**src/rtl/fetch_stage.sv**
```systemverilog
// fetch_stage: instruction-fetch stage and IF/ID pipeline register.
//
// Owns the PC and runs a single-outstanding req/gnt/rvalid handshake to
// instruction memory. Fetched words are presented to decode through the IF/ID
// register. A one-entry skid buffer catches a response that lands while
// decode is stalled. Redirects from execute flush IF/ID and the skid buffer.
// A request that is already in flight is dropped when its response returns.
//
// Optional feature macro: FETCH_PERF_EN adds the perf_fetched and
// perf_stall_cycles counters and their output ports.
//
// Ports:
//   clk, reset           - clock, synchronous active-high reset
//   stall                - freeze IF/ID (hazard unit)
//   branch_taken/target  - redirect and flush from execute
//   imem_req/addr/gnt    - request channel (addr = pc, held until granted)
//   imem_rvalid/rdata    - in-order response channel
//   if_id_pc/inst/valid  - IF/ID register contents (valid=0 is a bubble)
//   perf_*               - perf counters (FETCH_PERF_EN only)
module fetch_stage #(
    parameter logic [31:0] RESET_PC = 32'h0000_0000
) (
    input  logic        clk,
    input  logic        reset,
    input  logic        stall,
    input  logic        branch_taken,
    input  logic [31:0] branch_target,
    output logic        imem_req,
    output logic [31:0] imem_addr,
    input  logic        imem_gnt,
    input  logic        imem_rvalid,
    input  logic [31:0] imem_rdata,
    output logic [31:0] if_id_pc,
    output logic [31:0] if_id_inst,
    output logic        if_id_valid
`ifdef FETCH_PERF_EN
    ,
    output logic [31:0] perf_fetched,
    output logic [31:0] perf_stall_cycles
`endif
);

    localparam logic [31:0] NOP = 32'h0000_0013;
    localparam logic [31:0] PC0 = {RESET_PC[31:2], 2'b00};

    typedef enum logic [1:0] {REQ, WAIT, DROP} state_t;

    state_t      state, state_next;
    logic [31:0] pc, pc_next, req_pc;
    logic        skid_full;
    logic [31:0] skid_inst, skid_pc;
    logic        fire;      // request accepted this cycle
    logic        resp_ok;   // right-path response usable this cycle
    logic        unused_tgt_lsb;

    // Targets are word-aligned; the low bits are discarded.
    assign unused_tgt_lsb = ^branch_target[1:0];

    assign imem_req  = (state == REQ) && !skid_full && !reset;
    assign imem_addr = pc;
    assign fire      = imem_req && imem_gnt;
    assign resp_ok   = (state == WAIT) && imem_rvalid && !branch_taken;

    always_comb begin
        state_next = state;
        case (state)
            REQ:  if (fire) state_next = branch_taken ? DROP : WAIT;
            // A flush while waiting turns the in-flight response into garbage.
            // If the response arrives in the flush cycle, it is discarded here.
            WAIT: if (imem_rvalid)       state_next = REQ;
                  else if (branch_taken) state_next = DROP;
            // The dropped response retires the only outstanding request.
            // A redirect in that same cycle has nothing more to drop.
            DROP: if (imem_rvalid) state_next = REQ;
            default: state_next = REQ;
        endcase
    end

    always_comb begin
        pc_next = pc;
        if (branch_taken)
            pc_next = {branch_target[31:2], 2'b00};
        else if (fire)
            pc_next = pc + 32'd4;
    end

    always_ff @(posedge clk) begin
        if (reset) begin
            state       <= REQ;
            pc          <= PC0;
            req_pc      <= PC0;
            skid_full   <= 1'b0;
            skid_pc     <= 32'd0;
            skid_inst   <= NOP;
            if_id_valid <= 1'b0;
            if_id_pc    <= 32'd0;
            if_id_inst  <= NOP;
        end else begin
            state <= state_next;
            pc    <= pc_next;
            if (fire)
                req_pc <= pc;

            if (branch_taken) begin
                if_id_valid <= 1'b0;
                skid_full   <= 1'b0;
            end else if (!stall) begin
                // The skid buffer is older than any new response. It cannot
                // coexist with WAIT, because no request issues while it is full.
                skid_full <= 1'b0;
                if (skid_full) begin
                    if_id_valid <= 1'b1;
                    if_id_pc    <= skid_pc;
                    if_id_inst  <= skid_inst;
                end else if (resp_ok) begin
                    if_id_valid <= 1'b1;
                    if_id_pc    <= req_pc;
                    if_id_inst  <= imem_rdata;
                end else begin
                    if_id_valid <= 1'b0;
                end
            end else if (resp_ok) begin
                skid_full <= 1'b1;
                skid_pc   <= req_pc;
                skid_inst <= imem_rdata;
            end
        end
    end

`ifdef FETCH_PERF_EN
    logic load_valid;
    assign load_valid = !branch_taken && !stall && (skid_full || resp_ok);

    always_ff @(posedge clk) begin
        if (reset) begin
            perf_fetched      <= 32'd0;
            perf_stall_cycles <= 32'd0;
        end else begin
            if (load_valid)
                perf_fetched <= perf_fetched + 32'd1;
            if (stall && !branch_taken)
                perf_stall_cycles <= perf_stall_cycles + 32'd1;
        end
    end
`endif

endmodule

```
**config.mk**
```make
export PLATFORM = sky130hd
export DESIGN_NAME = fetch_stage
export DESIGN_NICKNAME = d
export VERILOG_FILES = /design/src/rtl/fetch_stage.sv
export SDC_FILE = /design/constraint.sdc
export NUM_CORES = 1
export LEC_CHECK = 0
export BUFFER_PORTS_ARGS = -buffer_cell sky130_fd_sc_hd__buf_2
export CAP_MARGIN = 30
export CORE_UTILIZATION = 35
export DETAILED_ROUTE_END_ITERATION = 10
export PLACE_DENSITY_LB_ADDON = 0.1
export SYNTH_ARGS = -nofsm -noshare
export SYNTH_HDL_FRONTEND = slang
export SYNTH_SLANG_ARGS = --single-unit
```
**constraint.sdc**
```tcl
create_clock -name clk -period 3.5 [get_ports clk]
set_input_delay 0.7 -clock clk [delete_from_list [all_inputs] [get_ports clk]]
set_output_delay 0.7 -clock clk [all_outputs]
set_load 0.02 [all_outputs]
```
# Word-level counts from Yosys, hierarchy flattened
# Index checks and enable logic that the tools add are counted.
# Widths: inputs -> output; s select.
dict set report op_classes {
  n_eq_ne 5
  n_reduce_logical 16
  n_bitwise 2
  mux 14
  addsub 1
}
# cell n
set op_table {}
lappend op_table {{$mux 32} 6}
lappend op_table {{$add 32x3->32 const B} 1}
lappend op_table {{$mux 2} 5}
lappend op_table {{$reduce_and 3->1} 3}
lappend op_table {{$pmux 2 s3} 1}
lappend op_table {{$logic_and 1x1->1} 5}
lappend op_table {{$ne 2x2->1 const B} 2}
lappend op_table {{$reduce_bool 2->1} 2}
lappend op_table {{$logic_not 1->1} 3}
lappend op_table {{$ne 3x3->1 const B} 1}
lappend op_table {{$reduce_or 3->1} 1}
lappend op_table {{$eq 2x1->1 const B} 1}
lappend op_table {{$eq 2x2->1 const B} 1}
lappend op_table {{$logic_not 2->1} 1}
lappend op_table {{$mux 1} 2}
lappend op_table {{$not 1->1} 2}
lappend op_table {{$reduce_or 2->1} 1}
dict set report totals {
  out_inout_bits 98
  in_bits 70
  wordCells 48
  regBits 196
}

# Depth between registers and ports, before layout
dict set report depth {
  depth_word 6
  mapped_depth 8
  mapped_depth_nobuf 6
}

# Worst setup path after synthesis
# OpenSTA, ideal clock, no wires.
dict set report synth_timing {
  kind {in2reg}
  start {input port reset}
  end {register pc[27] (netlist: imem_addr[27])}
  setup_ps 124
  stages 8
  path_buffers 3
  path_slack_ps 1293
  required_ps 3376
  arrival_ps 2084
  cell_sequence {clkbuf_1 > nor4_2 > buf_4 > nand4_1 > buf_2 > nor4_1 > xnor2_1 > o21ai_1}
}
dict set report synth_via {
  elab_chain_cells 4
}
# item line_no
set synth_rtl {}
lappend synth_rtl {{from (decl)} 24} ;# input logic reset,
lappend synth_rtl {{$logic_not 1->1} 59} ;# assign imem_req = (state == REQ) && !skid_full && !reset;
lappend synth_rtl {{$logic_and 1x1->1} 59}
lappend synth_rtl {{net imem_req} 28} ;# output logic imem_req,
lappend synth_rtl {{$logic_and 1x1->1} 61} ;# assign fire = imem_req && imem_gnt;
lappend synth_rtl {{$reduce_bool 2->1 (no line)} n/a}
lappend synth_rtl {{to (signal assigned)} 100} ;# pc <= pc_next;
lappend synth_rtl {{to (decl)} 49} ;# logic [31:0] pc, pc_next, req_pc;
# The timed path passes the listed nets, and every way through them passes these cells.
# A chain may end at the register's enable or synchronous reset.

# Final worst setup path
dict set report layout_timing {
  start {input port reset}
  end {output port imem_req}
}
dict set report layout_via {
  elab_chain_cells 2
}
# item line_no
set layout_rtl {}
lappend layout_rtl {{$logic_not 1->1} 59}
lappend layout_rtl {{$logic_and 1x1->1} 59}
lappend layout_rtl {{to (decl)} 28}
# Every way passes these cells.

==> metrics.csv <==
stage,metric,value,unit
timing,setup_tns,0,ns
timing,finalHoldWorstSlack,0.4533,ns
min_path,hp-class,flip-flop to flip-flop,
die,rows,54,
timing,rsz0062_at_grt,no,
route,avgViaCountPerCell,4.888,
synth,synth-edff-count,0,
route,dr_total_vias,6481,
clocking,htreeDepth,4,
clocking,cts_root_buf,clkbuf_16,
placed_design,dpl.hpwl,12910,µm
timing,worst_pin_slew,0.9358,ns
critical_path,cp_slowest_stage_delay,0.42,ns
global_routing,antenna_found_initial,1,
synth,syn_area,7765,µm²
clocking,cts_tree,yes,
critical_path,crit_buf_inv,3,
critical_path,crit_family,buffers and inverters,
synth,synth_top_cell_area_share,48.47,%
pwr,power.density,489.0,nW/µm²
synth,synth_area_leaders,"dfxtp_1, nand2_1, mux2i_1",
global_routing,grt_usage,17.96,%
synth,synth_top_family_by_area,simple AND/OR/NAND/NOR gates,
route,wire_per_inst,15.13,µm
cells_and_area,fill_cells,2256,
synth,synthTopCellsByCount,"nand2_1, dfxtp_1, a21oi_1",
synth,ys_ff_latch,188,
timing,fin_skew,0.01374,ns
cells_and_area,area_delta_synth_final,20.64,%
cells_and_area,drive_gt1_share,21.61,%
critical_path,start_kind,primary input,
synth,synth_compound_area_share,15.44,%
run_status,status,"complete, no violations",
timing,maxSlewViolCount,0,
synth,yosys.area_share.simple,20.42,%
cells_and_area,antenna_cells,0,
cells_and_area,final_net_count,1104,
timing,setup_viol,0,
synth,yosys.area_share.adder,0.1611,%
pwr,vdd_drop_max,0.2881,mV
route,ant_nets,0,
die,core_area,21760,µm²
clocking,ctsResizeCount,0,
clocking,worst_skew_pair.late_latency,0.42,ns
synth,seq_area_frac_synth,48.47,%
global_routing,grt_pass1_wl,32100,µm
die,fp.dieW,151.0,µm
die,die_area,22790,µm²
placed_design,dp_worst_setup_slack,0.9701,ns
synth,post_synth_num_cell_types,45,
critical_path,arrival,1.56,ns
route,wl,20060,µm
timing,slew_headroom,37.61,%
synth,synth_area_leader_cell,dfxtp_1,
global_routing,overflow,0,
route,drcViolationCount,0,
die,initial_utilization,35.69,%
critical_path,worstPathRequired,2.80,ns
synth,synth_cells,912,
clocking,cts_hold_buf,0,
placed_design,place_congestion,0.7940,
synth,synth_warnings,0,
critical_path,critical_path_class,primary input to primary output,
critical_path,slowest_stage,buf_6,
clocking,cts.sinks,188,
timing,fin_crit,2.258,ns
clocking,cts.clk_slew.worst_paths,0.07,ns
clocking,cts_made_buffers,17,
synth,synth_xor_area_share,2.933,%
timing,hold_violations,0,
route,first_pass_iters,4,
timing,max_freq,0.4428,GHz
synth,synth.most_common_cell,nand2_1,
clocking,postCtsSetupRepairBufs,0,
synth,ys.flop_type,dfxtp_1,
synth,syn_avg_cell_area,8.514,µm²
die,io_pins,168,
placed_design,port_buffers,161,
timing,timing.final.ws_setup,1.242,ns
critical_path,cp-end-kind,primary output,
die,die_y,151.0,µm
critical_path,cp_max_fo,68,
run,cap_violations,0,
clocking,clk_path_buf_depth,2,
global_routing,grt_max_degree,119,
timing,finalCritPeriodShare,64.52,%
synth,ys_async_sr_fraction,0,%
route,drt-initial-drc-count,344,
global_routing,grt_pass1_vias,5987,
synth,synthMuxAreaShare,7.992,%
pwr,leakage,3.320,nW
critical_path,worstPathCellList,buf_6 -> nor4_2 -> buf_4 -> buf_2,
-- layout by cell type (no fill, tap or decap), types with 3 or more instances in the layout --
cell / instances
nor3_1: 6
buf_4: 14
inv_8: 5
inv_1: 4
xnor2_1: 24
clkbuf_16: 17
and3_1: 3
o21bai_1: 5
nor4_1: 3
buf_2: 160
nand2_1: 205
inv_6: 3
a211oi_1: 73
nand3_1: 12
a21oi_1: 102
dfxtp_1: 187
conb_1: 4
nor2_1: 86
a311oi_1: 3
a211o_1: 4
nor2b_1: 3
nand4_1: 7
nand3b_1: 4
or3_1: 4
nor3b_1: 3
nor3_2: 6
mux2i_1: 62
-- metrics by stage --
step           std cells  power, mW  util (%)  cell area (µm²)
5_1_grt             1326      4.767     43.06             9368
3_5_place_dp        1294      2.598     40.19             8743
6_report            1326      4.580     43.06             9368
2_1_floorplan        915      2.462         -             7776
4_1_cts             1326      4.650     43.06             9368
3_3_place_gp        1294      2.596     40.19             8743
-- area by class of cell --
type | count | area (µm²) | area share [%]
Clock inverter | 15 | 198.9 | 2.124
Inverter | 5 | 18.77 | 0.2003
Multi-Input combinational cell | 645 | 3670 | 39.17
Tap cell | 280 | 350.3 | 3.740
Sequential cell | 188 | 3767 | 40.22
Timing Repair Buffer | 176 | 937.1 | 10.00
Clock buffer | 17 | 425.4 | 4.541
-- sequential cells by signal, summed over array words and instances (netlist names) --
signal,count
skid_inst,32
skid_pc,30
if_id_valid,1
if_id_pc,30
if_id_inst,32
imem_addr,30
req_pc,30
state,2
skid_full,1
-- worst min-delay path, cell delays in order (launching register included) --
cell and delay [ns]:
dfxtp_1 0.31, nand2_1 0.05, a21oi_1 0.05
-- worst paths after layout --
kind	cells past startpoint	endpoint	from	slack (ns)
max	4	imem_req	reset	1.24
min reg2reg	2	skid_pc[6]$_SDFFE_PP0P_	skid_pc[6]$_SDFFE_PP0P_	0.45
max reg2reg	5	imem_addr[28]$_SDFFE_PP0P_	imem_addr[8]$_SDFFE_PP0P_	1.35
min	2	skid_pc[6]$_SDFFE_PP0P_	skid_pc[6]$_SDFFE_PP0P_	0.45
-- cells by family after synthesis --
group / count (synthesis)
other cells: 1
compound gates: 193
fa+ha+maj: 1
flops: 188
mux: 62
buf+inv: 82
xor+xnor: 26
simple gates: 359
-- report_power, final --
group / internal [mW] / leakage, nW / switching [mW] / total, mW
combinational: 0.114 / 1.50 / 0.194 / 0.308
sequential: 2.18 / 1.52 / 0.0579 / 2.24
clock: 1.10 / 0.300 / 0.936 / 2.04
total: 3.39 / 3.32 / 1.19 / 4.58
-- per-layer routing --
layer	routed length (µm)	global-route usage (%)
met3	789	3.524
met1	10190	25.48
met5	8	0
met2	8810	27.48
met4	265	5.000
No activity file was read; power rests on OpenSTA's default activity.
